**src/rtl/regfile_wb_arbiter_pkg.sv**
```systemverilog
// Shared widths and the buffered write-back entry type for the register-file
// write-back path.
package regfile_pkg;

    localparam int unsigned ADDR_W = 5;
    localparam int unsigned DATA_W = 32;

    typedef struct packed {
        logic [ADDR_W-1:0] rd;
        logic [DATA_W-1:0] data;
    } wb_entry_t;

endpackage

```
**src/rtl/regfile_wb_arbiter_if.sv**
```systemverilog
// Lane write-back requests, register-file write port, decode lookup and
// occupancy, bundled between the lane side (master) and the arbiter (slave).
interface regfile_wb_arbiter_if #(
    parameter int unsigned ADDR_W = 5,
    parameter int unsigned DATA_W = 32,
    parameter int unsigned DEPTH  = 4
);
    localparam int unsigned CNT_W = $clog2(DEPTH + 1);

    logic              lane0_valid;
    logic [ADDR_W-1:0] lane0_reg;
    logic [DATA_W-1:0] lane0_data;
    logic              lane1_valid;
    logic [ADDR_W-1:0] lane1_reg;
    logic [DATA_W-1:0] lane1_data;
    logic              stall;
    logic              rf_we;
    logic [ADDR_W-1:0] rf_waddr;
    logic [DATA_W-1:0] rf_wdata;
    logic [ADDR_W-1:0] lookup_reg;
    logic              lookup_hit;
    logic [DATA_W-1:0] lookup_data;
    logic [CNT_W-1:0]  pending_count;

    modport master (
        output lane0_valid, lane0_reg, lane0_data,
        output lane1_valid, lane1_reg, lane1_data,
        output lookup_reg,
        input  stall, rf_we, rf_waddr, rf_wdata,
        input  lookup_hit, lookup_data, pending_count
    );

    modport slave (
        input  lane0_valid, lane0_reg, lane0_data,
        input  lane1_valid, lane1_reg, lane1_data,
        input  lookup_reg,
        output stall, rf_we, rf_waddr, rf_wdata,
        output lookup_hit, lookup_data, pending_count
    );

endinterface

```
**src/rtl/regfile_wb_arbiter_wb_fifo.sv**
```systemverilog
// Circular buffer of write-back entries: up to two pushes and one pop per
// cycle, with the whole storage array exposed for the pending-write lookup.
module wb_fifo
    import regfile_pkg::*;
#(
    parameter  int unsigned DEPTH = 4,
    localparam int unsigned PTR_W = $clog2(DEPTH),
    localparam int unsigned CNT_W = $clog2(DEPTH + 1)
) (
    input  logic             clk,
    input  logic             rst,
    input  logic [1:0]       push_n,
    input  wb_entry_t        push0,
    input  wb_entry_t        push1,
    input  logic             pop,
    output wb_entry_t        head,
    output logic [PTR_W-1:0] head_ptr,
    output logic [CNT_W-1:0] count,
    output wb_entry_t        mem_q [DEPTH]
);

    logic [PTR_W-1:0] head_q;
    logic [PTR_W-1:0] tail_q;
    logic [CNT_W-1:0] count_q;

    always_ff @(posedge clk or posedge rst) begin
        if (rst) begin
            head_q  <= '0;
            tail_q  <= '0;
            count_q <= '0;
        end else begin
            head_q  <= head_q + PTR_W'(pop);
            tail_q  <= tail_q + PTR_W'(push_n);
            count_q <= count_q + CNT_W'(push_n) - CNT_W'(pop);
        end
    end

    // Storage is deliberately left unreset; only occupied slots are ever read.
    always_ff @(posedge clk) begin
        if (push_n != 2'd0) mem_q[tail_q] <= push0;
        if (push_n == 2'd2) mem_q[tail_q + PTR_W'(1)] <= push1;
    end

    assign head     = mem_q[head_q];
    assign head_ptr = head_q;
    assign count    = count_q;

endmodule

```
**src/rtl/regfile_wb_arbiter.sv**
```systemverilog
// Write-back arbiter: accepts up to two lane results per cycle, merges
// same-register pairs, buffers them and drains one write per cycle.
module regfile_wb_arbiter
    import regfile_pkg::*;
#(
    parameter int unsigned DEPTH  = 4,
    parameter int unsigned DATA_W = regfile_pkg::DATA_W,
    parameter int unsigned ADDR_W = regfile_pkg::ADDR_W
) (
    input logic                clk,
    input logic                rst,
    regfile_wb_arbiter_if.slave bus
);

    localparam int unsigned PTR_W = $clog2(DEPTH);
    localparam int unsigned CNT_W = $clog2(DEPTH + 1);

    logic             cand0, cand1, acc0, acc1;
    logic [1:0]       push_n;
    wb_entry_t        push0, push1, head;
    logic [PTR_W-1:0] head_ptr;
    logic [CNT_W-1:0] count;
    wb_entry_t        mem_q [DEPTH];
    logic             pop;

    // Stall depends on the count register only, keeping lane inputs off this path.
    assign bus.stall = (count > CNT_W'(DEPTH - 2));

    always_comb begin
        cand0  = bus.lane0_valid && (bus.lane0_reg != '0);
        cand1  = bus.lane1_valid && (bus.lane1_reg != '0);
        acc1   = !bus.stall && cand1;
        acc0   = !bus.stall && cand0 && !(cand1 && (bus.lane0_reg == bus.lane1_reg));
        push_n = 2'(acc0) + 2'(acc1);
        push1  = '{rd: bus.lane1_reg, data: bus.lane1_data};
        push0  = acc0 ? '{rd: bus.lane0_reg, data: bus.lane0_data} : push1;
    end

    assign pop = (count != '0);

    wb_fifo #(.DEPTH(DEPTH)) u_fifo (
        .clk      (clk),
        .rst      (rst),
        .push_n   (push_n),
        .push0    (push0),
        .push1    (push1),
        .pop      (pop),
        .head     (head),
        .head_ptr (head_ptr),
        .count    (count),
        .mem_q    (mem_q)
    );

    assign bus.rf_we         = pop;
    assign bus.rf_waddr      = pop ? head.rd   : '0;
    assign bus.rf_wdata      = pop ? head.data : '0;
    assign bus.pending_count = count;

    // Walk entries oldest to youngest so the last match is the youngest.
    always_comb begin
        logic [PTR_W-1:0] idx;
        bus.lookup_hit  = 1'b0;
        bus.lookup_data = '0;
        idx             = '0;
        for (int unsigned k = 0; k < DEPTH; k++) begin
            idx = head_ptr + PTR_W'(k);
            if ((CNT_W'(k) < count) && (bus.lookup_reg != '0) &&
                (mem_q[idx].rd == bus.lookup_reg)) begin
                bus.lookup_hit  = 1'b1;
                bus.lookup_data = mem_q[idx].data;
            end
        end
    end

endmodule

```
**src/flat_wrapper.sv**
```systemverilog
// flat-port wrapper written by rule: the top's interface ports become plain ports
module regfile_wb_arbiter_flat import regfile_pkg::*;
#(
    parameter int unsigned DEPTH  = 4,
    parameter int unsigned DATA_W = regfile_pkg::DATA_W,
    parameter int unsigned ADDR_W = regfile_pkg::ADDR_W
)
  (clk, rst, bus_lane0_valid, bus_lane0_reg, bus_lane0_data, bus_lane1_valid, bus_lane1_reg, bus_lane1_data, bus_lookup_reg, bus_stall, bus_rf_we, bus_rf_waddr, bus_rf_wdata, bus_lookup_hit, bus_lookup_data, bus_pending_count);
  regfile_wb_arbiter_if #(.ADDR_W(ADDR_W), .DATA_W(DATA_W), .DEPTH(DEPTH)) bus_i ();
  input logic clk;
  input logic rst;
  input wire logic [$bits(bus_i.lane0_valid)-1:0] bus_lane0_valid;
  input wire logic [$bits(bus_i.lane0_reg)-1:0] bus_lane0_reg;
  input wire logic [$bits(bus_i.lane0_data)-1:0] bus_lane0_data;
  input wire logic [$bits(bus_i.lane1_valid)-1:0] bus_lane1_valid;
  input wire logic [$bits(bus_i.lane1_reg)-1:0] bus_lane1_reg;
  input wire logic [$bits(bus_i.lane1_data)-1:0] bus_lane1_data;
  input wire logic [$bits(bus_i.lookup_reg)-1:0] bus_lookup_reg;
  output wire logic [$bits(bus_i.stall)-1:0] bus_stall;
  output wire logic [$bits(bus_i.rf_we)-1:0] bus_rf_we;
  output wire logic [$bits(bus_i.rf_waddr)-1:0] bus_rf_waddr;
  output wire logic [$bits(bus_i.rf_wdata)-1:0] bus_rf_wdata;
  output wire logic [$bits(bus_i.lookup_hit)-1:0] bus_lookup_hit;
  output wire logic [$bits(bus_i.lookup_data)-1:0] bus_lookup_data;
  output wire logic [$bits(bus_i.pending_count)-1:0] bus_pending_count;
  assign bus_i.lane0_valid = bus_lane0_valid;
  assign bus_i.lane0_reg = bus_lane0_reg;
  assign bus_i.lane0_data = bus_lane0_data;
  assign bus_i.lane1_valid = bus_lane1_valid;
  assign bus_i.lane1_reg = bus_lane1_reg;
  assign bus_i.lane1_data = bus_lane1_data;
  assign bus_i.lookup_reg = bus_lookup_reg;
  assign bus_stall = bus_i.stall;
  assign bus_rf_we = bus_i.rf_we;
  assign bus_rf_waddr = bus_i.rf_waddr;
  assign bus_rf_wdata = bus_i.rf_wdata;
  assign bus_lookup_hit = bus_i.lookup_hit;
  assign bus_lookup_data = bus_i.lookup_data;
  assign bus_pending_count = bus_i.pending_count;
  regfile_wb_arbiter #(.DEPTH(DEPTH), .DATA_W(DATA_W), .ADDR_W(ADDR_W)) u_core (.clk(clk), .rst(rst), .bus(bus_i));
endmodule
```
**config.mk**
```make
export PLATFORM = sky130hd
export DESIGN_NAME = regfile_wb_arbiter_flat
export DESIGN_NICKNAME = d
export VERILOG_FILES = /design/src/rtl/regfile_wb_arbiter_pkg.sv /design/src/rtl/regfile_wb_arbiter_if.sv /design/src/rtl/regfile_wb_arbiter_wb_fifo.sv /design/src/rtl/regfile_wb_arbiter.sv /design/src/flat_wrapper.sv
export SDC_FILE = /design/constraint.sdc
export NUM_CORES = 1
export LEC_CHECK = 0
export ABC_AREA = 1
export BUFFER_PORTS_ARGS = -buffer_cell sky130_fd_sc_hd__buf_2
export CAP_MARGIN = 40
export CORE_MARGIN = 4
export CORE_UTILIZATION = 45
export CTS_CLUSTER_SIZE = 8
export DETAILED_ROUTE_END_ITERATION = 10
export SLEW_MARGIN = 20
export SYNTH_ARGS = -nofsm -noshare
export SYNTH_HDL_FRONTEND = slang
export SYNTH_SLANG_ARGS = --single-unit
```
**constraint.sdc**
```tcl
create_clock -name clk -period 3.15 [get_ports clk]
set_input_delay 0.1575 -clock clk [delete_from_list [all_inputs] [get_ports clk]]
set_output_delay 0.1575 -clock clk [all_outputs]
set_load 0.01 [all_outputs]
```
== After elaboration in Yosys (flattened, before gate mapping) ==
Index checks and enable logic that the tools add are counted.
W data, S select, Z words.

* Register bits: 155
* Bits of input ports: 83
* Output and inout port bits: 75

* Add/subtract/negate cells: 9
* Magnitude comparators: 13
* Equal/unequal tests: 6
* Muxes and demuxes: 31
* Bitwise logic cells: 6
* Reductions and logical operators: 23

{| class="wikitable"
|+ Operators with widths
! operator !! number
|-
| $mux W37 || 11
|-
| $bmux W37 S2 || 4
|-
| $bwmux W148 || 2
|-
| $mux W148 || 2
|-
| $mux W32 || 5
|-
| $demux W37 S2 || 2
|-
| $eq A5 B5 Y1 || 5
|-
| $ge A3 B3 Y1 const B || 6
|-
| $not A2 Y3 || 6
|-
| $logic_and A1 B1 Y1 || 16
|-
| $reduce_bool A5 Y1 || 3
|-
| $lt A1 B3 Y1 const A || 2
|-
| $lt A2 B3 Y1 const A || 2
|-
| $lt A3 B1 Y1 const B || 2
|-
| $mux W5 || 1
|-
| $add A2 B1 Y2 const B || 2
|-
| $add A2 B2 Y2 const B || 2
|-
| $mux W1 || 4
|-
| $add A3 B2 Y3 || 1
|-
| $gt A3 B2 Y1 const B || 1
|-
| $reduce_bool A3 Y1 || 1
|-
| $sub A3 B1 Y3 || 1
|-
| $add A1 B1 Y2 || 1
|-
| $add A2 B1 Y2 || 1
|-
| 4 further kinds || 5
|}

== Longest topological paths before layout ==
* Depth in word-level cells: 10
* Depth in mapped cells: 16
* Gate-level depth less buffers: 13

== Hierarchy ==
From an unflattened synthesis, not the netlist that was laid out.

* Cell total of the unflattened synthesis: 2720
* Area total of the unflattened synthesis: 14873.0 µm²

{| class="wikitable"
|+ By module, submodules not included
! module !! instances !! cells each !! area an instance (µm²) !! sequential area each (µm²)
|-
| wb_fifo || 1 || 1402 || 8730.9 || 3138.0
|-
| regfile_wb_arbiter || 1 || 1318 || 6142.1 || 0.0
|}

== Worst setup path after synthesis ==
No wires, ideal clock.

* Path kind: register to register
* Start point: register u_core.u_fifo.count_q[2] (netlist: u_core.u_fifo.count[2])
* End point: register u_core.u_fifo.mem_q[117] (netlist name)
* Setup time: 0.070 ns
* Arrival: 2.446 ns
* Required time: 3.080 ns
* Slack: 0.634 ns
* Stages on the path, launching flop included: 14
* Cells stage by stage: dfrtp_1 nor2_1 o21ai_0 a31oi_1 nand2_1 inv_1 clkbuf_1 ha_1 inv_1 nor2_1 clkbuf_1 buf_1 a21oi_1 a21oi_1

* Word-level cells in the longest chain between the ends: 9

{| class="wikitable"
|+ RTL lines
! element !! line !! text
|-
| start, declared || regfile_wb_arbiter_wb_fifo.sv:24 || <nowiki>logic [CNT_W-1:0] count_q;</nowiki>
|-
| start signal, assigned || regfile_wb_arbiter_wb_fifo.sv:34 || <nowiki>count_q <= count_q + CNT_W'(push_n) - CNT_W'(pop);</nowiki>
|-
| $gt A3 B2 Y1 * || regfile_wb_arbiter.sv:27 || <nowiki>assign bus.stall = (count > CNT_W'(DEPTH - 2));</nowiki>
|-
| $logic_not A1 Y1 * || regfile_wb_arbiter.sv:32, regfile_wb_arbiter.sv:33 ||
|-
| $logic_and A1 B1 Y1 (2 in a row) || regfile_wb_arbiter.sv:33 || <nowiki>acc0 = !bus.stall && cand0 && !(cand1 && (bus.lane0_reg == bus.lane1_reg));</nowiki>
|-
| $add A1 B1 Y2 or $mux W37 (tied branches) || regfile_wb_arbiter.sv:34, regfile_wb_arbiter.sv:36 ||
|-
| $reduce_bool A2 Y1 or $bwmux W148 (tied branches) || regfile_wb_arbiter_wb_fifo.sv:40 || <nowiki>if (push_n != 2'd0) mem_q[tail_q] <= push0;</nowiki>
|-
| $mux W148 || regfile_wb_arbiter_wb_fifo.sv:40 ||
|-
| $bwmux W148 || regfile_wb_arbiter_wb_fifo.sv:41 || <nowiki>if (push_n == 2'd2) mem_q[tail_q + PTR_W'(1)] <= push1;</nowiki>
|-
| $mux W148 * || regfile_wb_arbiter_wb_fifo.sv:41 ||
|}

Every way passes the cells marked *; elsewhere a longest branch is shown, timed or not.

== Worst setup path after layout ==
* Start point: register u_core.u_fifo.head_q[0] (netlist: u_core.u_fifo.head_ptr[0])
* End point: output bus_lookup_data[30]

* Word-level cells in the longest chain between the ends: 10

{| class="wikitable"
|+ RTL lines
! element !! line !! text
|-
| start, declared || regfile_wb_arbiter_wb_fifo.sv:22 || <nowiki>logic [PTR_W-1:0] head_q;</nowiki>
|-
| start signal, assigned || regfile_wb_arbiter_wb_fifo.sv:32 || <nowiki>head_q <= head_q + PTR_W'(pop);</nowiki>
|-
| $add A2 B1 Y2 or $not A2 Y3 (tied branches) || regfile_wb_arbiter.sv:66, regfile_wb_arbiter.sv:68, regfile_wb_arbiter.sv:70 ||
|-
| $not A2 Y3 (implied by the code) or $bmux W37 S2 (tied branches) || regfile_wb_arbiter.sv:68, regfile_wb_arbiter.sv:70 ||
|-
| $bmux W37 S2 or $mux W37 (tied branches) || regfile_wb_arbiter.sv:68, regfile_wb_arbiter.sv:70 ||
|-
| $mux W37 (implied by the code) || regfile_wb_arbiter.sv:68 || <nowiki>(mem_q[idx].rd == bus.lookup_reg)) begin</nowiki>
|-
| $mux W37 (implied by the code) or $eq A5 B5 Y1 (tied branches) || regfile_wb_arbiter.sv:68 ||
|-
| $eq A5 B5 Y1 or $logic_and A1 B1 Y1 (tied branches) || regfile_wb_arbiter.sv:68, regfile_wb_arbiter.sv:67 ||
|-
| $logic_and A1 B1 Y1 or $mux W32 (tied branches) || regfile_wb_arbiter.sv:67 || <nowiki>if ((CNT_W'(k) < count) && (bus.lookup_reg != '0) &&</nowiki>
|-
| $mux W32 (2 in a row) || regfile_wb_arbiter.sv:67 ||
|-
| $mux W32 * || regfile_wb_arbiter.sv:67 ||
|-
| end, declared || flat_wrapper.sv:24 || <nowiki>output wire logic [$bits(bus_i.lookup_data)-1:0] bus_lookup_data;</nowiki>
|}

Every way passes the cells marked *; elsewhere a longest branch is shown, timed or not. The select of a mux whose other input is x is not followed.

==> flow_metrics.env <==
export IMPL_drive_gt1_frac=0.1170
export IMPL_grt_setup_unrepaired="no"
export IMPL_ys_types=31
export IMPL_setup_viol=0
export IMPL_tightest_slew_ns=0.6800
export IMPL_status="finished, final reports clean"
export IMPL_gp_congestion=0.8986
export IMPL_synth_area_leaders="dfxtp_1, nand2_1, a21oi_1"
export IMPL_vias=15460
export IMPL_synth_nets=2380
export IMPL_irDropWorstVdd_v=0.0006096
export IMPL_crit_chain="buf_12 > nand2_1 > nand2_2 > o211ai_1 > nand2_1 > nor2_1 > nand2_1 > nor2_4 > buf_12 > nor2_1 > nand2_1 > nand2_1 > buf_2"
export IMPL_synth_most_common_cell="nand2_1"
export IMPL_synthCells=2290
export IMPL_hp_class="in2reg"
export IMPL_ant_nets=0
export IMPL_endpoint_kind="output pin"
export IMPL_vias_per_cell=5.624
export IMPL_port_buffers=157
export IMPL_grt_pass1_wl_mm=77.11
export IMPL_die_y_um=175.0
export IMPL_crit_fanout=41
export IMPL_cts_made_buffers=17
export IMPL_yosysTopAreaCellShare=0.2361
export IMPL_fin_crit_sh=0.9439
export IMPL_instances_no_fill=2748
export IMPL_yosysWarnings=0
export IMPL_antenna_found_initial=1
export IMPL_critPathLaunch="u_core.u_fifo.head_ptr[0]"
export IMPL_powerDensity_nw_per_um2=1256
export IMPL_max_freq_ghz=0.3363
export IMPL_grt_pass1_vias=14250
export IMPL_clkLatencyLatePin_ns=0.44
export IMPL_tritoncts="yes"
export IMPL_synth_seq_area_share=0.2501
export IMPL_power_uw=18120
export IMPL_fill_cells=2957
export IMPL_multi_input_comb_area_sq_um=7978
export IMPL_setup_worst_path_start_class="flop"
export IMPL_cp_required_ns=2.99
export IMPL_synthToLayoutAreaGrowth_pct=14.98
export IMPL_drv_cap=0
export IMPL_crit_slowest_cell="dfrtp_4"
export IMPL_num_rows=60
export IMPL_maxSlewViolCount=0
export IMPL_path_clk_slew_ns=0.07
export IMPL_cpMostUsedCell="nand2_1"
export IMPL_ys_top_cells_by_count="nand2_1, nor2_1, a21oi_1, o21ai_0, nand3_1"
export IMPL_initial_core_util=0.4617
export IMPL_pin_count=158
export IMPL_ys_ff_latch=155
export IMPL_place_inst=2704
export IMPL_grt_max_degree=122
export IMPL_synth_area_sq_um=12550
export IMPL_hold_start="bus_lane1_data[4]"
export IMPL_reg2reg_from="u_core.u_fifo.count[2]"
export IMPL_cts_buffer_depth=2
export IMPL_first_pass_iters=5
export IMPL_synth_area_per_cell_sq_um=5.480
export IMPL_antenna_cells=0
export IMPL_slew_headroom=0.5467
export IMPL_cts_htree_levels=4
export IMPL_post_synth_top_area_cell="dfxtp_1"
export IMPL_grt_usage=0.3109
export IMPL_cp_data_arrival_time_ns=2.82
export IMPL_clock_skew_ns=0.009798
export IMPL_synth_edff_count=0
export IMPL_crit_type="reg2out"
export IMPL_finalSetupTns_ns=0
export IMPL_numClockSinks=155
export IMPL_grt_ovfl_total=0
export IMPL_critical_path_max_stage_delay_ns=0.54
export IMPL_initialDrtViolationCount=1600
export IMPL_fin_crit_ns=2.973
export IMPL_ys_flop_type="dfxtp_1"
export IMPL_dieArea_sq_um=30620
export IMPL_root_buffer="clkbuf_16"
export IMPL_drc=0
export IMPL_hpwl_mm=31.05
export IMPL_wl_per_cell_um=17.93
export IMPL_p_leak_uw=0.006985
export IMPL_nNetsFinal=2453
export IMPL_ys_async_sr_fraction=0.04516
export IMPL_core_sq_um=27180
export IMPL_wl_mm=49.26
export IMPL_regArea_sq_um=3142
export IMPL_hold_viol_final=0
export IMPL_dieWidth_um=175.0
[final cells by class]
cell class,count,area share
Clock inverter,13,0.007545
Inverter,211,0.05516
Tap cell,372,0.03226
Clock buffer,19,0.03070
Sequential cell,155,0.2178
Multi-Input combinational cell,1761,0.5529
Timing Repair Buffer,217,0.1036
[registers in the layout (all words and copies together), names as in the netlist]
signal / cells
u_core.u_fifo.head_ptr: 2
u_core.u_fifo.mem_q: 148
u_core.u_fifo.tail_q: 2
u_core.u_fifo.count: 3
[layer usage]
metal | up-vias | global-route usage | wire, um
li1 | 7587 | - | -
met1 | 7059 | 0.4179 | 21060
met2 | 723 | 0.5195 | 22660
met3 | 85 | 0.04370 | 4482
met4 | 2 | 0.09427 | 1047
met5 | - | 0 | 13
[path summary, 6_finish.rpt]
path,end,slack (ns),depth (start not counted)
max in group asynchronous,u_core.u_fifo.head_ptr[0],2.68,3
hold reg to reg,u_core.u_fifo.mem_q[81],0.55,2
min in group asynchronous,u_core.u_fifo.count[1],0.21,3
hold / removal,u_core.u_fifo.mem_q[4],0.02,3
setup reg to reg,u_core.u_fifo.mem_q[70],0.39,10
setup / recovery,bus_lookup_data[30],0.18,13
[worst max-delay path, delay by kind of cell, from the launching register on]
family / cells / cell delay, ns
and+or+nand+nor: 9 / 1.02
AOI/OAI and AO/OA: 1 / 0.22
buffers and inverters: 3 / 0.58
DFF: 1 / 0.54
[cells in the final DEF, fill, tap and decap left out, types with 2 or more instances in the layout]
cell	synthesis	routed
buf_2	42	157
clkinv_2	0	2
buf_4	5	39
nand3_2	1	3
buf_12	0	9
nor2_4	1	10
o21ai_0	261	261
buf_6	9	3
clkbuf_16	0	18
clkinvlp_4	0	3
clkinv_4	0	3
nand2_1	602	599
nand3_1	222	220
dfrtp_1	7	6
nand2_2	0	2
xor2_1	8	8
ha_1	6	6
a21oi_1	264	264
inv_2	8	6
buf_8	0	2
nor2_1	306	299
o21ai_1	39	38
nand2_4	0	2
xnor2_1	3	3
inv_6	0	5
nand4_1	34	34
inv_1	203	203
nor3_1	2	2
buf_16	0	5
nand3_4	1	2
dfxtp_1	148	148
[logic make-up after synthesis]
logic type	Yosys count	synth area share
AND/OR/NAND/NOR	1173	0.3830
AO/OA/AOI/OAI	567	0.2273
buffers and inverters	376	0.1235
flip-flops	155	0.2501
XOR/XNOR	11	0.007678
adder cells (fa/ha/maj)	7	0.007578
multiplexers	1	0.0007977
[report_power, final]
part	internal (uW)	switching (uW)	total [uW]
clock	1050	974	2020
sequential	3040	680	3720
combinational	4170	8210	12400
[through the flow]
step | worst slack [ns] | cell area [sq um] | hold slack (ns) | utilization
floorplan | 0.6340 | 12550 | -0.03910 | -
global placement | 0.3171 | 13510 | 0.1078 | 0.4973
detailed placement | 0.2324 | 13620 | 0.1130 | 0.5011
CTS | 0.04524 | 14280 | 0.008914 | 0.5255
global route | 0.003453 | 14430 | 0.01645 | 0.5309
finish | 0.1766 | 14430 | 0.01745 | 0.5309
[what timing repair did]
action,in CTS,in global routing
cloned,1,2
gates resized for setup,9,18
setup buffers,5,2
hold buffers,1,0
setup endpoints to repair,33,33
pin swaps,2,3
endpoints found under the hold margin,7,0
Note: power is estimated with default switching activity, not from simulation.
